$ cat src/rtl/card_ram_arbiter_pkg.sv
// Shared constants, card word layout and FSM encoding for the card RAM arbiter.
package card_ram_arbiter_pkg;

    localparam int CARD_ADDR_W = 10;
    localparam int CARD_DATA_W = 32;

    // Card word field positions.
    localparam int CARD_USED_BIT = 31;
    localparam int CARD_SUIT_HI  = 21;
    localparam int CARD_SUIT_LO  = 20;
    localparam int CARD_VALUE_HI = 19;
    localparam int CARD_VALUE_LO = 16;
    localparam int CARD_NEXT_HI  = 9;
    localparam int CARD_NEXT_LO  = 0;

    // A NEXT field of zero terminates a card list.
    localparam logic [CARD_DATA_W-1:0] NULL_CARD = '0;

    typedef enum logic [1:0] {
        ST_IDLE   = 2'd0,
        ST_ACCESS = 2'd1,
        ST_RESP   = 2'd2
    } arb_state_e;

    typedef struct packed {
        logic       used;
        logic [8:0] rsvd_hi;
        logic [1:0] suit;
        logic [3:0] value;
        logic [5:0] rsvd_lo;
        logic [9:0] next;
    } card_word_t;

    // Width of an index into n requesters; never zero.
    function automatic int idx_width(input int n);
        return (n > 1) ? $clog2(n) : 1;
    endfunction

    // Assemble a card word from its fields; reserved bits are zero.
    function automatic logic [CARD_DATA_W-1:0] make_card(
        input logic       used,
        input logic [1:0] suit,
        input logic [3:0] value,
        input logic [9:0] next
    );
        card_word_t w;
        w       = '0;
        w.used  = used;
        w.suit  = suit;
        w.value = value;
        w.next  = next;
        return w;
    endfunction

endpackage

$ cat src/rtl/card_ram_arbiter_if.sv
// Requester bus plus card RAM port bundle for the card RAM arbiter.
// master = requesters and RAM (environment), slave = arbiter.
interface card_ram_arbiter_if
    import card_ram_arbiter_pkg::*;
#(
    parameter int N_REQ  = 3,
    parameter int ADDR_W = CARD_ADDR_W,
    parameter int DATA_W = CARD_DATA_W
);

    logic [N_REQ-1:0]        req;
    logic [N_REQ-1:0]        req_we;
    logic [N_REQ-1:0]        req_lock;
    logic [N_REQ*ADDR_W-1:0] req_addr;
    logic [N_REQ*DATA_W-1:0] req_wdata;
    logic [N_REQ-1:0]        gnt;
    logic [N_REQ-1:0]        rsp_valid;
    logic [DATA_W-1:0]       rsp_rdata;
    logic [ADDR_W-1:0]       ram_address;
    logic [DATA_W-1:0]       ram_data;
    logic                    ram_wren;
    logic [DATA_W-1:0]       ram_q;

    modport master (
        output req, req_we, req_lock, req_addr, req_wdata, ram_q,
        input  gnt, rsp_valid, rsp_rdata, ram_address, ram_data, ram_wren
    );

    modport slave (
        input  req, req_we, req_lock, req_addr, req_wdata, ram_q,
        output gnt, rsp_valid, rsp_rdata, ram_address, ram_data, ram_wren
    );

endinterface

$ cat src/rtl/card_ram_arbiter_rr_arbiter.sv
// Combinational round-robin picker: the first requesting index above the
// pointer wins, wrapping from N_REQ-1 back to 0.
module card_ram_arbiter_rr_arbiter
    import card_ram_arbiter_pkg::*;
#(
    parameter int N_REQ = 3,
    parameter int IDX_W = idx_width(N_REQ)
) (
    input  logic [N_REQ-1:0] req,
    input  logic [IDX_W-1:0] pointer,
    output logic [N_REQ-1:0] grant,
    output logic [IDX_W-1:0] index,
    output logic             valid
);

    int cand;

    // Scan pointer+1 .. pointer+N_REQ (mod N_REQ) and keep the first hit.
    always_comb begin
        // NOTE: every variable written here gets a default first so no latch is inferred.
        grant = '0;
        index = '0;
        valid = 1'b0;
        cand  = 0;
        for (int off = 1; off <= N_REQ; off++) begin
            cand = int'(pointer) + off;
            if (cand >= N_REQ) begin
                cand = cand - N_REQ;
            end
            if (!valid && req[cand]) begin
                valid       = 1'b1;
                index       = IDX_W'(cand);
                grant[cand] = 1'b1;
            end
        end
    end

endmodule

$ cat src/rtl/card_ram_arbiter.sv
// Shares one ram1024x32 card memory between N_REQ requesters.
// One access in flight: IDLE (arbitrate, drive RAM inputs) -> ACCESS (RAM
// samples) -> RESP (capture q, acknowledge owner). All outputs registered.
module card_ram_arbiter
    import card_ram_arbiter_pkg::*;
#(
    parameter int N_REQ  = 3,
    parameter int ADDR_W = CARD_ADDR_W,
    parameter int DATA_W = CARD_DATA_W
) (
    input  logic            clock,
    input  logic            reset,
    card_ram_arbiter_if.slave bus
);

    localparam int IDX_W = idx_width(N_REQ);

    arb_state_e        state_q, state_d;
    logic [IDX_W-1:0]  owner_q, owner_d;
    logic [IDX_W-1:0]  ptr_q, ptr_d;
    logic [N_REQ-1:0]  gnt_q, gnt_d;
    logic [N_REQ-1:0]  rsp_valid_q, rsp_valid_d;
    logic [DATA_W-1:0] rsp_rdata_q, rsp_rdata_d;
    logic [ADDR_W-1:0] addr_q, addr_d;
    logic [DATA_W-1:0] data_q, data_d;
    logic              wren_q, wren_d;

    logic [N_REQ-1:0]  rr_grant;
    logic [IDX_W-1:0]  rr_index;
    logic              rr_valid;

    logic              lock_hit;
    logic [N_REQ-1:0]  owner_onehot;
    logic [IDX_W-1:0]  win_idx;
    logic [N_REQ-1:0]  win_onehot;
    logic [ADDR_W-1:0] win_addr;
    logic [DATA_W-1:0] win_data;
    logic              win_we;

    card_ram_arbiter_rr_arbiter #(
        .N_REQ (N_REQ),
        .IDX_W (IDX_W)
    ) u_rr (
        .req     (bus.req),
        .pointer (ptr_q),
        .grant   (rr_grant),
        .index   (rr_index),
        .valid   (rr_valid)
    );

    // A locked owner that is still requesting keeps the RAM; otherwise round-robin.
    assign lock_hit     = bus.req_lock[owner_q] & bus.req[owner_q];
    assign owner_onehot = N_REQ'(1) << owner_q;
    assign win_idx      = lock_hit ? owner_q : rr_index;
    assign win_onehot   = lock_hit ? owner_onehot : rr_grant;
    assign win_addr     = bus.req_addr[win_idx*ADDR_W +: ADDR_W];
    assign win_data     = bus.req_wdata[win_idx*DATA_W +: DATA_W];
    assign win_we       = bus.req_we[win_idx];

    // Next-state and next-output logic; pulses default low, datapath holds.
    always_comb begin
        state_d     = state_q;
        owner_d     = owner_q;
        ptr_d       = ptr_q;
        gnt_d       = '0;
        rsp_valid_d = '0;
        rsp_rdata_d = rsp_rdata_q;
        addr_d      = addr_q;
        data_d      = data_q;
        wren_d      = 1'b0;
        case (state_q)
            ST_IDLE: begin
                if (rr_valid) begin
                    addr_d  = win_addr;
                    data_d  = win_data;
                    wren_d  = win_we;
                    gnt_d   = win_onehot;
                    owner_d = win_idx;
                    ptr_d   = win_idx;
                    state_d = ST_ACCESS;
                end
            end
            ST_ACCESS: begin
                // RAM samples address/data/wren at the end of this cycle.
                state_d = ST_RESP;
            end
            ST_RESP: begin
                rsp_rdata_d = bus.ram_q;
                rsp_valid_d = owner_onehot;
                state_d     = ST_IDLE;
            end
            default: begin
                state_d = ST_IDLE;
            end
        endcase
    end

    // State and output registers with synchronous reset.
    always_ff @(posedge clock) begin
        // NOTE: non-blocking assignments so every register sees pre-edge values.
        if (reset) begin
            state_q     <= ST_IDLE;
            owner_q     <= '0;
            ptr_q       <= IDX_W'(N_REQ - 1);
            gnt_q       <= '0;
            rsp_valid_q <= '0;
            rsp_rdata_q <= '0;
            addr_q      <= '0;
            data_q      <= '0;
            wren_q      <= 1'b0;
        end else begin
            state_q     <= state_d;
            owner_q     <= owner_d;
            ptr_q       <= ptr_d;
            gnt_q       <= gnt_d;
            rsp_valid_q <= rsp_valid_d;
            rsp_rdata_q <= rsp_rdata_d;
            addr_q      <= addr_d;
            data_q      <= data_d;
            wren_q      <= wren_d;
        end
    end

    assign bus.gnt         = gnt_q;
    assign bus.rsp_valid   = rsp_valid_q;
    assign bus.rsp_rdata   = rsp_rdata_q;
    assign bus.ram_address = addr_q;
    assign bus.ram_data    = data_q;
    assign bus.ram_wren    = wren_q;

endmodule
$ cat src/flat_wrapper.sv
// flat-port wrapper written by rule: the top's interface ports become plain ports
module card_ram_arbiter_flat import card_ram_arbiter_pkg::*;
#(
    parameter int N_REQ  = 3,
    parameter int ADDR_W = CARD_ADDR_W,
    parameter int DATA_W = CARD_DATA_W
)
  (clock, reset, bus_req, bus_req_we, bus_req_lock, bus_req_addr, bus_req_wdata, bus_ram_q, bus_gnt, bus_rsp_valid, bus_rsp_rdata, bus_ram_address, bus_ram_data, bus_ram_wren);
  card_ram_arbiter_if #(.N_REQ(N_REQ), .ADDR_W(ADDR_W), .DATA_W(DATA_W)) bus_i ();
  input  logic clock;
  input  logic reset;
  input wire logic [$bits(bus_i.req)-1:0] bus_req;
  input wire logic [$bits(bus_i.req_we)-1:0] bus_req_we;
  input wire logic [$bits(bus_i.req_lock)-1:0] bus_req_lock;
  input wire logic [$bits(bus_i.req_addr)-1:0] bus_req_addr;
  input wire logic [$bits(bus_i.req_wdata)-1:0] bus_req_wdata;
  input wire logic [$bits(bus_i.ram_q)-1:0] bus_ram_q;
  output wire logic [$bits(bus_i.gnt)-1:0] bus_gnt;
  output wire logic [$bits(bus_i.rsp_valid)-1:0] bus_rsp_valid;
  output wire logic [$bits(bus_i.rsp_rdata)-1:0] bus_rsp_rdata;
  output wire logic [$bits(bus_i.ram_address)-1:0] bus_ram_address;
  output wire logic [$bits(bus_i.ram_data)-1:0] bus_ram_data;
  output wire logic [$bits(bus_i.ram_wren)-1:0] bus_ram_wren;
  assign bus_i.req = bus_req;
  assign bus_i.req_we = bus_req_we;
  assign bus_i.req_lock = bus_req_lock;
  assign bus_i.req_addr = bus_req_addr;
  assign bus_i.req_wdata = bus_req_wdata;
  assign bus_i.ram_q = bus_ram_q;
  assign bus_gnt = bus_i.gnt;
  assign bus_rsp_valid = bus_i.rsp_valid;
  assign bus_rsp_rdata = bus_i.rsp_rdata;
  assign bus_ram_address = bus_i.ram_address;
  assign bus_ram_data = bus_i.ram_data;
  assign bus_ram_wren = bus_i.ram_wren;
  card_ram_arbiter #(.N_REQ(N_REQ), .ADDR_W(ADDR_W), .DATA_W(DATA_W)) u_core (.clock(clock), .reset(reset), .bus(bus_i));
endmodule
$ cat config.mk
export PLATFORM = sky130hd
export DESIGN_NAME = card_ram_arbiter_flat
export DESIGN_NICKNAME = d
export VERILOG_FILES = /design/src/rtl/card_ram_arbiter_pkg.sv /design/src/rtl/card_ram_arbiter_if.sv /design/src/rtl/card_ram_arbiter_rr_arbiter.sv /design/src/rtl/card_ram_arbiter.sv /design/src/flat_wrapper.sv
export SDC_FILE = /design/constraint.sdc
export NUM_CORES = 1
export LEC_CHECK = 0
export BUFFER_PORTS_ARGS = -buffer_cell sky130_fd_sc_hd__buf_2
export CAP_MARGIN = 20
export CELL_PAD_IN_SITES_DETAIL_PLACEMENT = 1
export CELL_PAD_IN_SITES_GLOBAL_PLACEMENT = 2
export CORE_MARGIN = 2
export CORE_UTILIZATION = 25
export CTS_BUF_LIST = sky130_fd_sc_hd__clkbuf_16
export CTS_CLUSTER_SIZE = 16
export DETAILED_ROUTE_END_ITERATION = 10
export PLACE_DENSITY = 0.87
export RECOVER_POWER = 50
export SETUP_SLACK_MARGIN = 0.1
export SKIP_LAST_GASP = 1
export SYNTH_ARGS = -nofsm -noshare
export SYNTH_HDL_FRONTEND = slang
export SYNTH_SLANG_ARGS = --single-unit
$ cat constraint.sdc
create_clock -name clock -period 3.94 [get_ports clock]
set_clock_uncertainty 0.2 [all_clocks]
set_input_delay 0.591 -clock clock [delete_from_list [all_inputs] [get_ports clock]]
set_output_delay 0.591 -clock clock [all_outputs]
set_load 0.1 [all_outputs]
==> results of run 1 <==
cell type report:
type                            count  area, sq um
Clock buffer                        9          225
Inverter                            3         11.3
Clock inverter                      6         85.1
Sequential cell                    86         1720
Tap cell                          216          270
Fill cell                        1942        10000
Multi-Input combinational cell    304         2020
Timing Repair Buffer              262         1340
stage by stage:
step           hold WS, ps  area (sq um)  setup slack (ps)  util, %  total power [mW]
2_1_floorplan          269          3970              1250        -              3.91
3_3_place_gp           239          5380               811     34.2              4.37
3_5_place_dp           251          5410               567     34.4              4.48
4_1_cts                259          5720               521     36.4              5.42
5_1_grt                280          5670               478     36.1              5.63
6_report               254          5670               659     36.1              5.34
state kept, by name, summed over array words and instances (netlist names):
register and count:
u_core.bus.gnt 3, u_core.bus.ram_address 10, u_core.bus.ram_data 32, u_core.bus.ram_wren 1, u_core.bus.rsp_rdata 32, u_core.bus.rsp_valid 3, u_core.owner_q 1, u_core.ptr_q 2
u_core.state_q 2
routing by layer:
layer  up-vias  global-route usage, %  part of all wire [%]
met5         -                      0                     0
met4         0                   6.01                   1.7
met3        19                   6.36                    10
met2       196                   29.2                    48
met1      2056                   18.7                    40
li1       2069                      -                     -
cells in the final DEF, fill, tap and decap left out, types with 6 or more instances in the layout:
cell type and instances:
a21oi_1 36, a32oi_1 42, buf_2 202, buf_4 8, clkbuf_1 48, clkbuf_16 9, dfxtp_1 86, mux2i_1 44
nand2_1 71, nor2_1 6, o21ai_0 8, o21ai_1 40
power breakdown:
part           switching [mW]  internal [mW]
registers               0.116           1.09
clock network           0.366          0.551
logic                    2.42          0.805
total                    2.90           2.44
critical path, cell delays in order, from the launching register on:
cell and delay (ps):
dfxtp_1 390, inv_1 100, ha_1 640, mux2i_1 350
o21ai_0 180, and3_4 200, o41ai_4 380, buf_12 330
mux2i_1 230, o21ai_0 100
final timing paths:
path         slack (ps)                       to  depth (start not counted)
max                 660  u_core.bus.ram_data[11]                          9
min                 250  u_core.bus.rsp_rdata[1]                          2
max reg2reg         660  u_core.bus.ram_data[11]                          9
min reg2reg         250  u_core.bus.rsp_rdata[1]                          2
cells by family (layout without fill, tap and decap cells):
| logic type | Yosys count | count (layout) | synth area share [%] |
|---|---|---|---|
| flip-flops | 86 | 86 | 43.3 |
| adder cells (fa/ha/maj) | 5 | 5 | 1.57 |
| multiplexers | 46 | 46 | 11.7 |
| buffers and inverters | 42 | 280 | 6.33 |
| AO/OA/AOI/OAI | 151 | 151 | 25.2 |
| AND/OR/NAND/NOR | 102 | 102 | 11.8 |
==> impl_metrics.csv, run 1 <==
group,metric,value,unit
status,status,"finished, violations left",
status,violations,"capacitance limit, slew limit",
yosys,postSynth.asyncResetShare,0,%
route,drt_first_iter_violations,165,
route,wl_per_cell,16.8,um
worst_setup_path,crit_path_start,"u_core.ptr_q[1]",
clock_network,cts_sinks,86,
die,core,0.0157,sq mm
layout,drive_above_1_share,36.0,%
yosys,ys.warnings.count,0,
hold_path,min_path_type,"reg -> reg",
power_and_ir_drop,p_leak,2.53,nW
clock_network,cts_resized,0,
timing,finalHoldViolCount,0,
yosys,yosysSeqAreaShare,43.3,%
timing,final_max_slew_viol_count,41,
die,dieArea,0.0169,sq mm
placement,place_inst,870,
timing,max_slew.worst_pin.slew,1800,ps
placement,port_buffers,249,
layout,final_cells,886,
yosys,yosys.area.top_type,"dfxtp_1",
global_route,antenna_found_initial,0,
layout,syn_to_final_growth,42.8,%
route,remaining_drc_errors,0,
yosys,synth_most_common_cell,"dfxtp_1",
power_and_ir_drop,worst_ir_drop_vdd,399,uV
die,core.rowCount,46,
yosys,yosys-top-cells-count,"dfxtp_1, nand2_1, mux2i_1, a32oi_1, o21ai_1",
yosys,syn-num-nets,606,
die,io_pins,250,
worst_setup_path,end_kind,"flip-flop",
worst_setup_path,start_kind,"flip-flop",
yosys,synth_cells,432,
route,ant_nets,0,
timing,fin_setup_tns,0,ps
global_route,grt-ovfl-total,0,
layout,final_nets,840,
die,die_x,130,um
yosys,synth_top_area_share,43.3,%
clock_network,clk_path_buf_depth,2,
yosys,synth_ff_type,"dfxtp_1",
timing,fin_crit,3280,ps
route,num_vias,4340,
clock_network,post_cts_buffers,0,
global_route,grt_start_max_net_pins,44,
route,finalWirelength,14900,um
yosys,yosys_register_bits,86,
worst_setup_path,worstSetupPathType,"reg -> reg",
worst_setup_path,worstReg2RegStart,"u_core.ptr_q[1]",
worst_setup_path,cp.arrival,3290,ps
timing,fin_crit_sh,83.3,%
die,initial_core_util,25.3,%
clock_network,postCtsHoldBufs,0,
clock_network,cts_made_buffers,9,
clock_network,htreeDepth,3,
timing,relSlewSlack,-20.0,%
layout,antennaDiodeCount,0,
timing,fmax,305,MHz
yosys,ys_top_cells_by_area,"dfxtp_1, mux2i_1, a32oi_1",
clock_network,cts_tree,"done",
timing,setup_viol,0,
job,maxCapViolations,1,
route,first_pass_iters,4,
route,via_per_inst,4.90,
global_route,grtUsageTotal,16.8,%
worst_setup_path,worst-path-max-fanout,43,
timing,rsz0062_at_grt,"false",
clock_network,clk_pin_slew,70,ps
yosys,yosysUniqueCellTypes,51,
power_and_ir_drop,power.density,942,mW/mm^2
placement,gp_congestion,0.861,
global_route,grt_pass1_vias,4428,
worst_setup_path,critPathRequiredTime,3950,ps
global_route,grt_pass1_wl,22200,um
yosys,netlist_area,0.00397,sq mm
clock_network,root_buffer,"clkbuf_16",
yosys,synth_edf_count,0,
clock_network,clock_latency,340,ps
placement,hpwl,11000,um
die,die_h,130,um
yosys,postSynthAreaPerCell,9.20,sq um
hold_path,min-delay-start,"u_core.bus.rsp_rdata[1]",
No activity file was read; power rests on OpenSTA's default activity.
==> run 2: changes to the inputs <==
--- a/config.mk
+++ b/config.mk
@@ -10,11 +10,11 @@
 export CELL_PAD_IN_SITES_DETAIL_PLACEMENT = 1
 export CELL_PAD_IN_SITES_GLOBAL_PLACEMENT = 2
 export CORE_MARGIN = 2
-export CORE_UTILIZATION = 25
+export CORE_UTILIZATION = 23
 export CTS_BUF_LIST = sky130_fd_sc_hd__clkbuf_16
 export CTS_CLUSTER_SIZE = 16
 export DETAILED_ROUTE_END_ITERATION = 10
-export PLACE_DENSITY = 0.87
+export PLACE_DENSITY = 0.81
 export RECOVER_POWER = 50
 export SETUP_SLACK_MARGIN = 0.1
 export SKIP_LAST_GASP = 1
==> constraint.sdc (replaced) <==
create_clock -name clock -period 3.12 [get_ports clock]
set_clock_uncertainty 0.2 [all_clocks]
set_input_delay 0.468 -clock clock [delete_from_list [all_inputs] [get_ports clock]]
set_output_delay 0.468 -clock clock [all_outputs]
set_load 0.1 [all_outputs]
==> run 2 against run 1 <==
The flow now finishes without violations. Worst setup slack got worse by 380 ps. Maximum frequency up 15%. Critical path depth up 1. First-iteration DRC count down 33%. Sequential power increased by 26%. Global-route usage shrank 0.49 points. Clock power grew 25%. Die area grew 8.4%. Total power rose by 31%. Critical path type unchanged. Largest power group unchanged.
==> impl_metrics.csv, run 2 (synthesis gave the netlist of run 1 again) <==
group,metric,value,unit
status,status,"completed",
job,maxCapViolations,0,
timing,fin_crit,2840,ps
worst_setup_path,path_buf_inv,3,
layout,drive_above_1_share,37.4,%
clock_network,clk_pin_slew,70,ps
layout,fin_util,33.9,%
clock_network,htreeDepth,3,
die,die_x,135,um
clock_network,cts_sinks,86,
die,io_pins,250,
clock_network,postCtsHoldBufs,0,
worst_setup_path,critPathRequiredTime,3150,ps
worst_setup_path,crit_chain,"inv_1, ha_4, mux2i_2, o21ai_0, and3_4, o41ai_4, buf_4, bufbuf_16, mux2i_1, o21ai_1",
route,ant_nets,0,
layout,syn_to_final_growth,46.2,%
route,drt_first_iter_violations,111,
timing,rsz0062_at_grt,"false",
power_and_ir_drop,switching_power,3.74,mW
timing,setup_slack,277,ps
global_route,grt_start_max_net_pins,42,
power_and_ir_drop,power.density,1210,mW/mm^2
layout,multiInputGateArea,0.00207,sq mm
die,die_h,135,um
route,wl_per_cell,17.2,um
hold_path,min_path_type,"in -> reg",
die,dieArea,0.0183,sq mm
global_route,grt_pass1_wl,23200,um
global_route,grt_pass1_vias,4537,
global_route,grtUsageTotal,16.3,%
worst_setup_path,cp.arrival,2870,ps
timing,fin_crit_sh,91.1,%
power_and_ir_drop,pwr-share-seq,21.6,%
global_route,grt-ovfl-total,0,
clock_network,clk_path_buf_depth,2,
worst_setup_path,start_kind,"flip-flop",
worst_setup_path,worst-path-max-fanout,16,
timing,setup_viol,0,
power_and_ir_drop,p_leak,2.59,nW
timing,finalHoldViolCount,0,
placement,post-place-ws,-34.2,ps
die,core.rowCount,48,
route,via_per_inst,4.79,
timing,final_max_slew_viol_count,0,
timing,holdWs,163,ps
worst_setup_path,slowest_stage,"dfxtp_1",
power_and_ir_drop,pwr-share-clk,16.4,%
timing,max_slew.worst_pin.slew,1380,ps
route,first_pass_iters,4,
worst_setup_path,path_delay_family,"buffers and inverters",
placement,gp_congestion,0.847,
worst_setup_path,end_kind,"flip-flop",
clock_network,root_buffer,"clkbuf_16",
clock_network,cts_tree,"done",
placement,port_buffers,249,
placement,hpwl,11500,um
layout,final_common_cell,"buf_2",
timing,relSlewSlack,7.90,%
power_and_ir_drop,swShare,53.4,%
power_and_ir_drop,power,7.02,mW
worst_setup_path,worstSetupPathType,"reg -> reg",
clock_network,clock_latency,340,ps
route,num_vias,4330,
die,core,0.0171,sq mm
placement,place_area,0.00548,sq mm
layout,regArea,0.00172,sq mm
timing,fmax,352,MHz
layout,mostFrequentLayoutCells,"buf_2, dfxtp_1, nand2_1, clkbuf_1, mux2i_1",
layout,fillers,2087,
power_and_ir_drop,worst_ir_drop_vdd,472,uV
worst_setup_path,crit_path_max_incr_delay,380,ps
power_and_ir_drop,p_int,3.27,mW
die,initial_core_util,23.2,%
power_and_ir_drop,pwr-share-comb,62.0,%
layout,antennaDiodeCount,0,
route,remaining_drc_errors,0,
layout,final_nets,848,
clock_network,cts_made_buffers,9,
route,finalWirelength,15600,um
layout,final_area,0.00581,sq mm
global_route,antenna_found_initial,2,
-- run 2: cell type report --
| cell class | count | area share, % |
|---|---|---|
| multi-input combinational | 306 | 35.6 |
| sequential | 86 | 29.6 |
| timing repair buffer | 268 | 24.3 |
| tap | 225 | 4.85 |
| clock buffer | 9 | 3.88 |
| clock inverter | 7 | 1.53 |
| inverter | 3 | 0.194 |
-- run 2: per-stage QoR --
step                cells  setup TNS, ps
floorplan             432              0
global placement      884              0
detailed placement    884           -226
CTS                   903              0
global route          904              0
finish                904              0
-- run 2: power by group through the flow --
stage	Sequential, mW	Clock (mW)	Combinational, mW
after global routing	1.55	1.25	4.61
after CTS	1.51	1.20	4.38
final	1.51	1.15	4.35
after floorplan	3.16	0	1.78
after detailed placement	1.54	0	4.21
after global placement	1.52	0	4.14
-- run 2: per-layer routing --
| metal | GRT usage, % | wire length (um) |
|---|---|---|
| met1 | 17.2 | 5920 |
| met2 | 28.9 | 7660 |
| met3 | 6.77 | 1720 |
| met4 | 6.02 | 244 |
| met5 | 0 | 13 |
-- run 2: path summary, 6_finish.rpt --
path / startpoint / endpoint / slack [ps] / cells past startpoint
worst min register to register: u_core.bus.rsp_rdata[20] / u_core.bus.rsp_rdata[20] / 260 / 2
worst max register to register: u_core.ptr_q[1] / u_core.bus.ram_data[8] / 280 / 10
worst max-delay path: u_core.ptr_q[1] / u_core.bus.ram_data[8] / 280 / 10
worst min-delay path: bus_ram_q[2] / u_core.bus.rsp_rdata[2] / 160 / 3
-- run 2: tightest hold or removal path: cells and delay by family --
kind,cells,cell delay (ps)
buffers and inverters,1,100
AND/OR/NAND/NOR,1,50
AO/OA/AOI/OAI,1,50
-- run 2: what timing repair did --
action / 4_1_cts / 5_1_grt
gates cloned: 2 / 1
resized for setup: 1 / 4
setup buffers: 1 / 0
endpoints found under the setup margin: 43 / 43
pin swaps: 2 / 1
